File: config.mk
export PLATFORM = sky130hd
export DESIGN_NAME = mem_copy_engine
export DESIGN_NICKNAME = d
export VERILOG_FILES = /design/src/rtl/mem_copy_pkg.sv /design/src/rtl/mem_copy_engine.sv
export SDC_FILE = /design/constraint.sdc
export NUM_CORES = 1
export LEC_CHECK = 0
export CELL_PAD_IN_SITES_DETAIL_PLACEMENT = 0
export CELL_PAD_IN_SITES_GLOBAL_PLACEMENT = 1
export CORE_UTILIZATION = 40
export CTS_CLUSTER_SIZE = 12
export DETAILED_ROUTE_END_ITERATION = 12
export MAX_ROUTING_LAYER = met4
export PLACE_DENSITY_LB_ADDON = 0.12
export SLEW_MARGIN = 10
export SYNTH_ARGS = -nofsm -noshare
export SYNTH_HDL_FRONTEND = slang
export SYNTH_SLANG_ARGS = --single-unit
File: constraint.sdc
create_clock -name clk -period 3.7 [get_ports clk]
set_input_delay 0.74 -clock clk [delete_from_list [all_inputs] [get_ports clk]]
set_output_delay 0.74 -clock clk [all_outputs]
set_load 0.005 [all_outputs]
File: src/rtl/mem_copy_pkg.sv
// Shared types and helpers for the block-copy engine: FSM state encoding,
// default widths, and the copy-direction decision.
package mem_copy_pkg;

    localparam int DEF_W = 8;
    localparam int DEF_A = 8;

    typedef enum logic [1:0] {
        IDLE  = 2'd0,
        READ  = 2'd1,
        WRITE = 2'd2,
        DONE  = 2'd3
    } state_e;

    // gap = (dst - src) mod 2**A. A copy whose destination starts inside the
    // source range must run back-to-front so unread source bytes survive.
    function automatic logic copy_descends(input logic [31:0] gap, input logic [31:0] len);
        return (gap != 32'd0) && (gap < len);
    endfunction

endpackage

File: src/rtl/mem_copy_engine.sv
// Block-copy initiator for a single-port memory: one read or one write per
// cycle, memmove semantics. Optional running byte checksum: MEM_COPY_CHECKSUM_EN.
module mem_copy_engine
    import mem_copy_pkg::*;
#(
    parameter int W = DEF_W,
    parameter int A = DEF_A
) (
    input  logic         clk,
    input  logic         Reset,
    input  logic         Start,
    input  logic [A-1:0] SrcAddr,
    input  logic [A-1:0] DstAddr,
    input  logic [A-1:0] Len,
    output logic         Busy,
    output logic         Done,
    output logic [A-1:0] MemAddr,
    output logic         MemWriteEn,
    output logic [W-1:0] MemWData,
    input  logic [W-1:0] MemRData
`ifdef MEM_COPY_CHECKSUM_EN
    ,
    output logic [W-1:0] Checksum
`endif
);

    localparam logic [A-1:0] ONE_A = {{(A-1){1'b0}}, 1'b1};

    state_e       state_q, state_d;
    logic [A-1:0] src_q, src_d;
    logic [A-1:0] dst_q, dst_d;
    logic [A-1:0] len_q, len_d;
    logic [A-1:0] cnt_q, cnt_d;
    logic         desc_q, desc_d;
    logic [W-1:0] buf_q, buf_d;
    logic         busy_q, busy_d;
    logic         done_q, done_d;
    logic         we_q, we_d;
    logic [A-1:0] addr_q, addr_d;
    logic [W-1:0] wdata_q, wdata_d;
    logic [A-1:0] gap_s;
    logic         desc_s;
`ifdef MEM_COPY_CHECKSUM_EN
    logic [W-1:0] sum_q, sum_d;
`endif

    assign gap_s  = DstAddr - SrcAddr;
    assign desc_s = copy_descends(32'(gap_s), 32'(Len));

    // Next-state and datapath update; outputs are then decoded from the next
    // state so every memory-facing signal leaves a flop.
    always_comb begin
        state_d = state_q;
        src_d   = src_q;
        dst_d   = dst_q;
        len_d   = len_q;
        cnt_d   = cnt_q;
        desc_d  = desc_q;
        buf_d   = buf_q;
`ifdef MEM_COPY_CHECKSUM_EN
        sum_d   = sum_q;
`endif
        case (state_q)
            IDLE: begin
                if (Start) begin
                    len_d   = Len;
                    cnt_d   = '0;
                    desc_d  = desc_s;
                    src_d   = desc_s ? (SrcAddr + Len - ONE_A) : SrcAddr;
                    dst_d   = desc_s ? (DstAddr + Len - ONE_A) : DstAddr;
`ifdef MEM_COPY_CHECKSUM_EN
                    sum_d   = '0;
`endif
                    state_d = (Len != '0) ? READ : DONE;
                end else begin
                    state_d = IDLE;
                end
            end
            READ: begin
                buf_d   = MemRData;
                state_d = WRITE;
            end
            WRITE: begin
                cnt_d = cnt_q + ONE_A;
                if (desc_q) begin
                    src_d = src_q - ONE_A;
                    dst_d = dst_q - ONE_A;
                end else begin
                    src_d = src_q + ONE_A;
                    dst_d = dst_q + ONE_A;
                end
`ifdef MEM_COPY_CHECKSUM_EN
                sum_d   = sum_q + buf_q;
`endif
                state_d = (cnt_d == len_q) ? DONE : READ;
            end
            DONE: begin
                state_d = IDLE;
            end
            default: begin
                state_d = IDLE;
            end
        endcase

        busy_d  = 1'b0;
        done_d  = 1'b0;
        we_d    = 1'b0;
        addr_d  = '0;
        wdata_d = buf_d;
        case (state_d)
            READ: begin
                busy_d = 1'b1;
                addr_d = src_d;
            end
            WRITE: begin
                busy_d = 1'b1;
                we_d   = 1'b1;
                addr_d = dst_d;
            end
            DONE: begin
                done_d = 1'b1;
            end
            default: begin
                busy_d = 1'b0;
            end
        endcase
    end

    // State, datapath and registered outputs; Reset clears everything at once.
    always_ff @(posedge clk or posedge Reset) begin
        if (Reset) begin
            state_q <= IDLE;
            src_q   <= '0;
            dst_q   <= '0;
            len_q   <= '0;
            cnt_q   <= '0;
            desc_q  <= 1'b0;
            buf_q   <= '0;
            busy_q  <= 1'b0;
            done_q  <= 1'b0;
            we_q    <= 1'b0;
            addr_q  <= '0;
            wdata_q <= '0;
`ifdef MEM_COPY_CHECKSUM_EN
            sum_q   <= '0;
`endif
        end else begin
            state_q <= state_d;
            src_q   <= src_d;
            dst_q   <= dst_d;
            len_q   <= len_d;
            cnt_q   <= cnt_d;
            desc_q  <= desc_d;
            buf_q   <= buf_d;
            busy_q  <= busy_d;
            done_q  <= done_d;
            we_q    <= we_d;
            addr_q  <= addr_d;
            wdata_q <= wdata_d;
`ifdef MEM_COPY_CHECKSUM_EN
            sum_q   <= sum_d;
`endif
        end
    end

    assign Busy       = busy_q;
    assign Done       = done_q;
    assign MemWriteEn = we_q;
    assign MemAddr    = addr_q;
    assign MemWData   = wdata_q;
`ifdef MEM_COPY_CHECKSUM_EN
    assign Checksum   = sum_q;
`endif

endmodule
==> metrics.yaml <==
status:
  status: "finished clean"
grt:
  grt_pass1_wl_um: 19400
  grt_use_met1_pct: 27.1
  grt_max_degree: 37
  antenna_found_initial: 0
  grt_util_met3_pct: 2.49
  busiest_layer: "met2"
  grt_pass1_vias: 4029
  grt_overflow: 0
  use_met2_pct: 39.5
  grt_usage_pct: 22.4
power:
  p_leak_nw: 2.87
  powerDensity_nw_per_um2: 648
  peakVddDrop_mv: 0.360
setup_path:
  crit_type: "input pin to flip-flop"
  endpoint_kind: "flip-flop"
  worstPathMaxFanout: 6
  crit_required_ns: 3.91
  slowest_stage: "fa_2"
  start_kind: "input pin"
  crit_chain: "clkdlybuf4s15_1, buf_6, fa_2, a211oi_4, nor2_1, xor2_1, ha_1, o2111ai_2, a31oi_2, buf_4, a211oi_4, buf_6, a211oi_2, or3_4, a32o_1"
  cp_slowest_stage_delay_ns: 0.38
  arrival_ns: 3.84
yosys:
  syn_area_um2: 4390
  async_reset_ff_share_pct: 100
  synth_top_area_cell: "dfrtp_1"
  netlist-cell-type-count: 68
  synth_seq_area_share_pct: 30.8
  synth_area_leaders: "dfrtp_1, ha_1, inv_1"
  synth_cells: 479
  ys_warn_count: 0
  syn_nets: 575
  syn_area_per_cell_um2: 9.17
  synth_seq_cells: 54
  synth_top_area_share_pct: 30.8
  synth_commonest_cells: "inv_1, ha_1, dfrtp_1, nand2_1, o21ai_0"
  synth_edf_count: 0
  ys.flop_type: "dfrtp_1"
  yosysMostFrequentCell: "inv_1"
placement:
  post-place-ws_ns: -0.609
  place_congestion: 0.849
  portBuffers: 53
  dp_hpwl_um: 9180
flow_run:
  maxCapViolations: 0
final_layout:
  drive_gt1_share_pct: 27.6
  area_delta_synth_final_pct: 40.3
  layout.nets: 707
  num_antenna_cells: 0
  n_fill_cell: 918
  post-route-util_pct: 58.6
die:
  start_util_pct: 41.8
  row_count: 37
  io_pins: 54
  core_um2: 10500
  die_w_um: 107
  die_area_um2: 11400
  die_h_um: 107
timing:
  fin_setup_tns_ns: 0
  setup_slack_ns: 0.0613
  min_period_ns: 3.64
  max_slew_margin_pct: 58.9
  final-setup-viol-count: 0
  finalClockSkew_ns: 0.00898
  fin_crit_sh_pct: 98.3
  tightest_slew_ns: 0.617
  slew_viol_final: 0
  fmax_mhz: 275
  hold_viol_final: 0
drt:
  drcViolationCount: 0
  routed_wl_um: 11900
  drtAntennaViolNets: 0
  vias: 3943
  first_iter_violations: 115
  vias_per_cell: 5.27
  first_pass_iters: 4
  wl_per_cell_um: 15.9
clock_network:
  cts-root-buf: "clkbuf_8"
  clock_latency_ns: 0.31
  cts_inserted_buffers: 5
  cts_max_level: 2
  clockBufferDepth: 2
  clk_pin_slew_worst_paths_ns: 0.10
  cts_hold_buf: 0
  cts.sinks: 54
  cts_tree: "yes"
hold_path:
  min_path_type: "flip-flop to flip-flop"
==> layout by cell type, fill, tap and decap left out, types with 5 or more instances in the layout <==
cell type	count
ha_4	7
a21oi_1	14
nor2_1	19
nand3_1	8
xnor2_1	22
a32o_1	7
o21ai_0	26
o21bai_1	5
mux2_2	8
nand4_1	7
a21o_1	9
and3_1	5
xor2_1	18
inv_1	50
ha_1	49
dlygate4sd2_1	5
dfrtp_1	54
clkdlybuf4s50_1	41
a22oi_1	5
inv_2	9
nor3_1	6
nor4_1	7
buf_4	80
buf_6	5
nand2_1	34
clkbuf_8	5
==> power by group <==
| part | internal, W | switching [W] |
|---|---|---|
| clock network | 0.000203 | 0.000192 |
| logic | 0.00130 | 0.00126 |
| registers | 0.000830 | 0.000204 |
==> path summary, 6_finish.rpt <==
kind	start	to	slack, ns	cells after the start
worst max register to register	desc_q	MemAddr[7]	0.62	11
worst max-delay path	DstAddr[1]	MemAddr[2]	0.06	15
min in group asynchronous	Reset	MemAddr[2]	0.74	2
max in group asynchronous	Reset	src_q[1]	2.18	3
worst min register to register	cnt_q[7]	cnt_q[7]	0.51	2
worst min-delay path	cnt_q[7]	cnt_q[7]	0.51	2
==> per-stage QoR <==
stage               total power [W]  instances  cell area (um^2)  hold WS (ns)
CTS                         0.00394        744              6000         0.512
detailed placement          0.00339        716              5570         0.490
global route                0.00433        748              6160         0.533
floorplan                   0.00255        479              4440         0.469
global placement            0.00334        716              5570         0.486
finish                      0.00399        748              6160         0.507
==> registers in the layout (all words and copies together) (netlist names) <==
signal and flops:
Done 1, len_q 8, MemAddr 8, MemWriteEn 1, MemWData 8, cnt_q 8, Busy 1, state_q 2
desc_q 1, src_q 8, dst_q 8
==> layer usage <==
layer | vias to the layer above | routed length [um]
met5 | - | 0
met4 | 0 | 176
met3 | 12 | 396
met2 | 82 | 6010
met1 | 1878 | 5320
li1 | 1971 | -
==> timing repair <==
action / 4_1_cts / 5_1_grt
setup endpoints to repair: 18 / 15
gates resized for setup: 45 / 32
endpoints found under the hold margin: 0 / 0
pin swaps: 28 / 22
gates cloned: 1 / 0
setup buffers: 20 / 5
==> area by class of cell <==
class	count	area [um^2]	area share, %
flip-flops and latches	54	1350	21.9
clock buffers	5	68.8	1.12
well taps	136	170	2.76
multi-input cells	348	3040	49.4
inverters	60	225	3.65
repair buffers	142	1260	20.5
clock inverters	3	43.8	0.711
==> worst max-delay path, delay by kind of cell <==
| family | cells | cell delay [ns] |
|---|---|---|
| xor gates and xnor gates | 1 | 0.23 |
| and+or+nand+nor | 2 | 0.47 |
| adders and majority gates | 2 | 0.69 |
| buffers and inverters | 4 | 0.66 |
| AOI/OAI and AO/OA | 6 | 1.07 |
==> kinds of logic (layout without fill, tap and decap cells) <==
| kind of cell | count (synthesis) | in the layout | share of synthesized area [%] |
|---|---|---|---|
| DFF | 54 | 54 | 30.8 |
| AOI/OAI and AO/OA | 115 | 115 | 18.9 |
| xor gates and xnor gates | 40 | 40 | 7.97 |
| buffers and inverters | 77 | 210 | 6.89 |
| adders and majority gates | 61 | 61 | 18.2 |
| and+or+nand+nor | 122 | 122 | 14.8 |
| muxes | 10 | 10 | 2.51 |
Power figures use the tool's default switching activity.
